<file path="src/rtl/frame_filler.sv">
// Write-side DDR2 engine: fills the 800x600 framebuffer with one colour by
// pushing one write command plus two 128-bit beats per 8-pixel block.
module frame_filler #(
    parameter logic [5:0] FB_BASE = 6'd1,
    parameter logic [6:0] LAST_X  = 7'd99,
    parameter logic [9:0] LAST_Y  = 10'd599
) (
    input  logic         cpu_clk_g,
    input  logic         rst,
    input  logic [23:0]  color,
    input  logic         valid,
    output logic         ready,
    output logic         done,
    input  logic         af_full,
    input  logic         wdf_full,
    output logic         af_wr_en,
    output logic [2:0]   af_cmd_din,
    output logic [30:0]  af_addr_din,
    output logic         wdf_wr_en,
    output logic [127:0] wdf_din,
    output logic [15:0]  wdf_mask_din
);

    typedef enum logic [1:0] {
        IDLE = 2'd0,
        WR1  = 2'd1,
        WR2  = 2'd2
    } state_t;

    state_t      state_r;
    logic [6:0]  x_r;
    logic [9:0]  y_r;
    logic [23:0] color_q_r;
    logic        done_r;

    // Address and first beat only go together, so a full address FIFO also
    // holds back the data beat in WR1.
    always_comb begin
        af_wr_en  = 1'b0;
        wdf_wr_en = 1'b0;
        case (state_r)
            WR1: begin
                af_wr_en  = !af_full && !wdf_full;
                wdf_wr_en = !af_full && !wdf_full;
            end
            WR2: begin
                af_wr_en  = 1'b0;
                wdf_wr_en = !wdf_full;
            end
            default: begin
                af_wr_en  = 1'b0;
                wdf_wr_en = 1'b0;
            end
        endcase
    end

    // Burst sequencer: walks x across each row, y down the frame.
    always_ff @(posedge cpu_clk_g) begin
        if (rst) begin
            state_r   <= IDLE;
            x_r       <= 7'd0;
            y_r       <= 10'd0;
            color_q_r <= 24'd0;
            done_r    <= 1'b0;
        end else begin
            done_r <= 1'b0;
            case (state_r)
                IDLE: begin
                    if (valid) begin
                        color_q_r <= color;
                        x_r       <= 7'd0;
                        y_r       <= 10'd0;
                        state_r   <= WR1;
                    end else begin
                        state_r   <= IDLE;
                    end
                end
                WR1: begin
                    if (!af_full && !wdf_full) begin
                        state_r <= WR2;
                    end else begin
                        state_r <= WR1;
                    end
                end
                WR2: begin
                    if (!wdf_full) begin
                        if (x_r == LAST_X && y_r == LAST_Y) begin
                            x_r     <= 7'd0;
                            y_r     <= 10'd0;
                            done_r  <= 1'b1;
                            state_r <= IDLE;
                        end else if (x_r == LAST_X) begin
                            x_r     <= 7'd0;
                            y_r     <= y_r + 10'd1;
                            state_r <= WR1;
                        end else begin
                            x_r     <= x_r + 7'd1;
                            state_r <= WR1;
                        end
                    end else begin
                        state_r <= WR2;
                    end
                end
                default: begin
                    state_r <= IDLE;
                end
            endcase
        end
    end

    assign ready        = (state_r == IDLE);
    assign done         = done_r;
    assign af_cmd_din   = 3'b000;
    assign af_addr_din  = {6'b000000, FB_BASE, y_r, x_r, 2'b00};
    assign wdf_din      = {4{8'h00, color_q_r}};
    assign wdf_mask_din = 16'h0000;

endmodule

</file>
<file path="config.mk">
export PLATFORM = sky130hd
export DESIGN_NAME = frame_filler
export DESIGN_NICKNAME = d
export VERILOG_FILES = /design/src/rtl/frame_filler.sv
export SDC_FILE = /design/constraint.sdc
export NUM_CORES = 1
export LEC_CHECK = 0
export CAP_MARGIN = 20
export CORE_ASPECT_RATIO = 1.2
export CORE_MARGIN = 2
export CORE_UTILIZATION = 36
export CTS_CLUSTER_SIZE = 16
export DETAILED_ROUTE_END_ITERATION = 10
export PLACE_DENSITY = 0.82
export SLEW_MARGIN = 20
export SYNTH_ARGS = -nofsm -noshare
export SYNTH_HDL_FRONTEND = slang
export SYNTH_SLANG_ARGS = --single-unit
</file>
<file path="constraint.sdc">
create_clock -name cpu_clk_g -period 2.3 [get_ports cpu_clk_g]
set_input_delay 0.46 -clock cpu_clk_g [delete_from_list [all_inputs] [get_ports cpu_clk_g]]
set_output_delay 0.46 -clock cpu_clk_g [all_outputs]
set_load 0.005 [all_outputs]
</file>
==> results of run 1 <==
## final timing paths
check                           slack [ps]  depth (start not counted)       endpoint
worst min register to register         510                          2  color_q_r[15]
worst max-delay path                   100                          6      wdf_wr_en
worst max register to register         200                          6         y_r[4]
worst min-delay path                   510                          2  color_q_r[15]
## final cells by class
type / instances / area, um^2 / area share, %
Multi-Input combinational cell: 238 / 1290 / 32.8
Sequential cell: 44 / 882 / 22.4
Clock buffer: 6 / 72.6 / 1.84
Tap cell: 95 / 119 / 3.01
Clock inverter: 2 / 35.0 / 0.889
Inverter: 4 / 15.0 / 0.381
Timing Repair Buffer: 154 / 1520 / 38.7
## cell families (layout without fill, tap and decap cells)
group,count (synthesis),in the layout,share of synthesized area (%)
adders and majority gates,6,6,2.50
other,2,65,0.250
xor gates and xnor gates,5,5,1.46
buffers and inverters,153,166,36.3
AOI/OAI and AO/OA,54,54,11.5
DFF,44,44,29.3
and+or+nand+nor,107,107,18.3
muxes,1,1,0.375
## registers in the layout, summed over array words and instances, names as in the netlist
| signal | cells |
|---|---|
| state_r | 2 |
| x_r | 7 |
| done | 1 |
| y_r | 10 |
| color_q_r | 24 |
## stage by stage
step | setup slack [ps] | cell area (um^2)
finish | 97.4 | 3940
global route | 8.16 | 3940
CTS | 3.69 | 3930
detailed placement | -23.5 | 3800
global placement | 18.1 | 3800
floorplan | 435 | 3240
## worst register-to-register path: stages (launching register included)
cell      delay, ps
dfxtp_1         390
inv_2            80
ha_1            240
mux2_2          240
nand2_1         250
or4_1           580
a211oi_1        240
## cells in the mapped netlist (all sizes together), types with 4 or more instances
master / count / area share [%]
buf: 139 / 35
clkbuf: 10 / 1.3
inv: 4 / 0.50
or3: 4 / 0.83
o21ai: 5 / 0.96
and2: 5 / 1.0
and4: 4 / 1.2
xor2: 5 / 1.5
nor3: 6 / 1.0
ha: 6 / 2.5
a21oi: 28 / 4.8
or4: 6 / 1.5
nand4: 5 / 1.0
nand3: 7 / 1.2
o31ai: 6 / 1.5
a211oi: 9 / 2.4
nand2: 59 / 7.4
dfxtp: 44 / 29
## power breakdown
part           switching (uW)  total (uW)  internal [uW]
Sequential               39.8         834            794
Combinational             187         457            270
Clock                     260         583            323
Total                     487        1870           1390
## repair_timing
item	CTS	global route
gates resized for setup	3	7
endpoints found under the setup margin	1	2
endpoints found under the hold margin	0	0
cloned	0	0
## metal layers
layer / up-vias / GRT usage, %
met5: - / 0
met1: 1122 / 16.6
met3: 12 / 4.13
li1: 1192 / -
met2: 150 / 26.8
met4: 0 / 5.16
==> flow_metrics.env, run 1 <==
export IMPL_final_report_max_slew_violation_count=0
export IMPL_antenna_violating_nets_post_route=0
export IMPL_setup_repair_bufs_after_cts=0
export IMPL_setup_violations=0
export IMPL_worstPathBufferInverterCount=3
export IMPL_nets=482
export IMPL_dpl_cell_count=535
export IMPL_met2_wirelength_um=3670
export IMPL_synth_cells=372
export IMPL_vias_per_cell=4.56
export IMPL_synth_avg_cell_area_um2=8.07
export IMPL_ys_flop_type="dfxtp_1"
export IMPL_post_route_drc_count=0
export IMPL_core_area_mm2=0.00811
export IMPL_first_pass_iters=4
export IMPL_dr_total_vias=2476
export IMPL_rows=36
export IMPL_timing_critical_path_required_ps=1840
export IMPL_criticalPathCategory="register to output port"
export IMPL_worst_max_slew_pin_slew_ps=765
export IMPL_crit_slowest_cell="clkdlybuf4s50_1"
export IMPL_post_route_cells_drive_above_1_share_pct=6.25
export IMPL_commonest_non_fill_non_tap_cell_in_the_layout="clkdlybuf4s50_1"
export IMPL_maximum_root_to_sink_buffer_count=2
export IMPL_arrival_ps=1740
export IMPL_ant_cells=0
export IMPL_x_dimension_of_the_die_um=87.4
export IMPL_wl_um=7300
export IMPL_worst_path_largest_cell_delay_ps=440
export IMPL_fin_tns_setup_ps=0
export IMPL_tritoncts_num_buffers=5
export IMPL_critPathCaptureType="output port"
export IMPL_drt_first_iter_violations=46
export IMPL_filler_cell_count=739
export IMPL_count_of_port_buffers_added_during_placement=145
export IMPL_cts_htree_levels=2
export IMPL_rsz0062_at_grt="false"
export IMPL_yosys_cell_types_count=38
export IMPL_min_period_ps=2200
export IMPL_vdd_drop_max_mv=0.228
export IMPL_most_frequent_cells_in_the_layout="clkdlybuf4s50_1, conb_1, nand2_1, dfxtp_1, a21oi_1"
export IMPL_initial_core_util_pct=37.0
export IMPL_post_synth_instance_area_mm2=0.00300
export IMPL_category_of_the_worst_setup_path_launch_point="register"
export IMPL_yosys_warnings=0
export IMPL_wirelength_met1_um=2770
export IMPL_stdcell_count=543
export IMPL_grt_antenna_before_repair=0
export IMPL_maximum_number_of_pins_on_one_net_before_global_route_repair=25
export IMPL_outcome="finished clean"
export IMPL_asyncSetResetFlopFracSynth_pct=0
export IMPL_pin_count=211
export IMPL_period_share_pct=95.8
export IMPL_max_cap_viol_count=0
export IMPL_timing_clock_skew_ps=9.55
export IMPL_timing_hold_worst_class="register to register"
export IMPL_die_area_mm2=0.00909
export IMPL_synth_enable_flop_cells=0
export IMPL_power_per_cell_area_mw_per_mm2=475
export IMPL_clock_root_buffer="clkbuf_8"
export IMPL_clock_latency_ps=300
export IMPL_totalPowerFinal_uw=1870
export IMPL_report_final_hold_viol_count=0
export IMPL_gp_congestion=0.852
export IMPL_clock_tree_from_tritoncts="yes"
export IMPL_timing_hold_ws_ps=506
export IMPL_clkTransAtPathRegs_ps=90
export IMPL_leakage_uw=0.00149
export IMPL_post_cts_hold_buffer_count=0
export IMPL_highest_signal_layer="met4"
export IMPL_crit_family="buffers and inverters"
export IMPL_achievable_frequency_ghz=0.454
export IMPL_globalRouteTotalUtil_pct=15.0
export IMPL_worstSetupStartpoint="state_r[0]"
export IMPL_route_detailed_wl_per_inst_um=13.4
export IMPL_clock_sinks=44
export IMPL_die_span_in_y_um=104
export IMPL_worstPathCellList="inv_2, ha_4, inv_1, nor2_2, o21a_1, clkdlybuf4s50_1"
export IMPL_yosys_register_bits=44
export IMPL_area_growth_syn_to_layout_pct=31.3
export IMPL_worst_path_max_fanout=6
export IMPL_grt_pass1_vias=2228
export IMPL_ys_seq_area_share_pct=29.3
export IMPL_timing_max_slew_rel_slack_pct=48.8
export IMPL_final_util_pct=48.6
export IMPL_dp_final_hpwl_um=5680
export IMPL_reg2reg_from="state_r[0]"
export IMPL_met3RoutedLength_um=721
export IMPL_first_pass_grt_wire_length_um=11000
export IMPL_gr_total_overflow=0
export IMPL_hold_path_startpoint="color_q_r[15]"
Power figures use the tool's default switching activity.
==> inputs of run 2 (changes only) <==
- GPL_ROUTABILITY_DRIVEN: not set -> 0
- SKIP_CTS_REPAIR_TIMING: not set -> 1
- SLEW_MARGIN: 20 -> not set
==> run 2 against run 1 <==
Effect of this change:
- first-iteration DRC count decreased by 22%
- design area unchanged
- non-clock buffer count unchanged
- worst hold slack unchanged
- fmax decreased by 2.0%
- global-route usage about the same
- sequential share of layout area unchanged
- largest cell class unchanged
- total power decreased by 0.17%
- critical path type is now input pin to output port
- clock skew decreased by 3.0 ps
- final cell count unchanged
- setup slack got worse by 45 ps
- largest power group unchanged
==> flow_metrics.env, run 2 (synthesis results as in run 1) <==
export IMPL_outcome="finished clean"
export IMPL_grt_antenna_before_repair=0
export IMPL_fin_tns_setup_ps=0
export IMPL_global_route_usage_met3_pct=4.13
export IMPL_initial_core_util_pct=37.0
export IMPL_area_of_the_multi_input_gates_mm2=0.00130
export IMPL_top_regs="color_q_r x24, y_r x10, x_r x7"
export IMPL_maximum_root_to_sink_buffer_count=2
export IMPL_globalRouteMet1Util_pct=16.5
export IMPL_timing_hold_worst_class="register to register"
export IMPL_period_share_pct=97.7
export IMPL_criticalPathCategory="input pin to output port"
export IMPL_die_area_mm2=0.00909
export IMPL_worstSetupStartpoint="af_full"
export IMPL_post_route_cells_drive_above_1_share_pct=6.47
export IMPL_cp_common_cell="clkdlybuf4s50_1"
export IMPL_count_of_port_buffers_added_during_placement=145
export IMPL_dp_final_hpwl_um=5680
export IMPL_area_growth_syn_to_layout_pct=31.3
export IMPL_die_span_in_y_um=104
export IMPL_clock_tree_from_tritoncts="yes"
export IMPL_maximum_number_of_pins_on_one_net_before_global_route_repair=25
export IMPL_timing_clock_skew_ps=6.57
export IMPL_pin_count=211
export IMPL_gr_total_overflow=0
export IMPL_commonest_non_fill_non_tap_cell_in_the_layout="clkdlybuf4s50_1"
export IMPL_dpl_cell_count=535
export IMPL_critPathCaptureType="output port"
export IMPL_wl_um=7290
export IMPL_final_report_max_slew_violation_count=0
export IMPL_setup_violations=0
export IMPL_clock_root_buffer="clkbuf_8"
export IMPL_antenna_violating_nets_post_route=0
export IMPL_power_per_cell_area_mw_per_mm2=474
export IMPL_category_of_the_worst_setup_path_launch_point="input pin"
export IMPL_totalPowerFinal_uw=1870
export IMPL_crit_slowest_cell="clkdlybuf4s50_1"
export IMPL_final_critical_path_setup_slack_ps=52.5
export IMPL_max_cap_viol_count=0
export IMPL_sequential_cell_area_um2=882
export IMPL_clkTransAtPathRegs_ps=80
export IMPL_timing_hold_ws_ps=506
export IMPL_reg2reg_from="state_r[0]"
export IMPL_dr_total_vias=2477
export IMPL_worst_path_max_fanout=2
export IMPL_reg2reg_depth=6
export IMPL_clock_latency_ps=290
export IMPL_nets=482
export IMPL_worst_path_largest_cell_delay_ps=490
export IMPL_worstPathCellList="clkdlybuf4s50_1, nor3b_4, o21a_1, clkdlybuf4s50_1"
export IMPL_hold_path_startpoint="color_q_r[15]"
export IMPL_first_pass_grt_wire_length_um=11100
export IMPL_cp_endpoint="wdf_wr_en"
export IMPL_route_detailed_wl_per_inst_um=13.4
export IMPL_reg2reg_slack_ps=200
export IMPL_first_pass_iters=4
export IMPL_worst_max_slew_pin_slew_ps=757
export IMPL_ant_cells=0
export IMPL_grt_peak_use_layer="met2"
export IMPL_worstPathBufferInverterCount=2
export IMPL_clock_sinks=44
export IMPL_rsz0062_at_grt="false"
export IMPL_most_frequent_cells_in_the_layout="clkdlybuf4s50_1, conb_1, nand2_1, dfxtp_1, a21oi_1"
export IMPL_report_final_hold_viol_count=0
export IMPL_achievable_frequency_ghz=0.445
export IMPL_critical_path_reg2reg_endpoint="y_r[4]"
export IMPL_grt_use_met2_pct=27.0
export IMPL_cts_htree_levels=2
export IMPL_largest_register_ffs=24
export IMPL_post_route_drc_count=0
export IMPL_arrival_ps=1790
export IMPL_min_period_ps=2250
export IMPL_vdd_drop_max_mv=0.224
export IMPL_vias_per_cell=4.56
export IMPL_x_dimension_of_the_die_um=87.4
export IMPL_leakage_uw=0.00148
export IMPL_grt_pass1_vias=2233
export IMPL_core_area_mm2=0.00811
export IMPL_depth_of_the_critical_timing_path_with_buffers_and_inverters_included=4
export IMPL_globalRouteTotalUtil_pct=15.0
export IMPL_largest_register="color_q_r"
export IMPL_timing_max_slew_rel_slack_pct=49.4
export IMPL_rows=36
export IMPL_filler_cell_count=741
export IMPL_timing_critical_path_required_ps=1840
export IMPL_stdcell_count=543
export IMPL_pre_cts_ws_ps=-23.5
export IMPL_tritoncts_num_buffers=5
export IMPL_drt_first_iter_violations=36
export IMPL_crit_family="buffers and inverters"
[run 2: cell type report]
cell class,instances,share of cell area [%]
sequential,44,22.4
clock inverter,2,0.889
inverter,4,0.381
clock buffer,6,1.84
tap,95,3.01
timing repair buffer,154,38.6
multi-input combinational,238,32.9
[run 2: how the worst min path moves through the flow]
stage                    end  depth (start not counted)
6_report       color_q_r[15]                          2
5_1_grt        color_q_r[15]                          2
4_1_cts        color_q_r[15]                          2
3_5_place_dp   color_q_r[15]                          2
3_3_place_gp   color_q_r[11]                          2
2_1_floorplan         x_r[1]                          2
[run 2: report_power, final]
group	total (uW)	internal [uW]	leakage, uW	switching, uW
combinational	457	271	0.00107	187
clock	579	322	0.0000552	257
sequential	834	794	0.000359	39.9
[run 2: through the flow]
stage	utilization [%]	cell area, um^2
global route	48.6	3940
finish	48.6	3940
global placement	46.9	3800
detailed placement	46.9	3800
CTS	48.2	3910
floorplan	-	3240
[run 2: worst register-to-register path, cell delays in order, from the launching register on]
cell and delay [ps]:
dfxtp_1 390, inv_2 80, ha_1 240, mux2_2 240
nand2_1 250, or4_1 580, a211oi_1 230
[run 2: per-layer routing]
metal / wire length [um] / share of wire, %
met1: 2770 / 38
met2: 3660 / 50
met4: 139 / 1.9
met5: 0 / 0
met3: 726 / 10
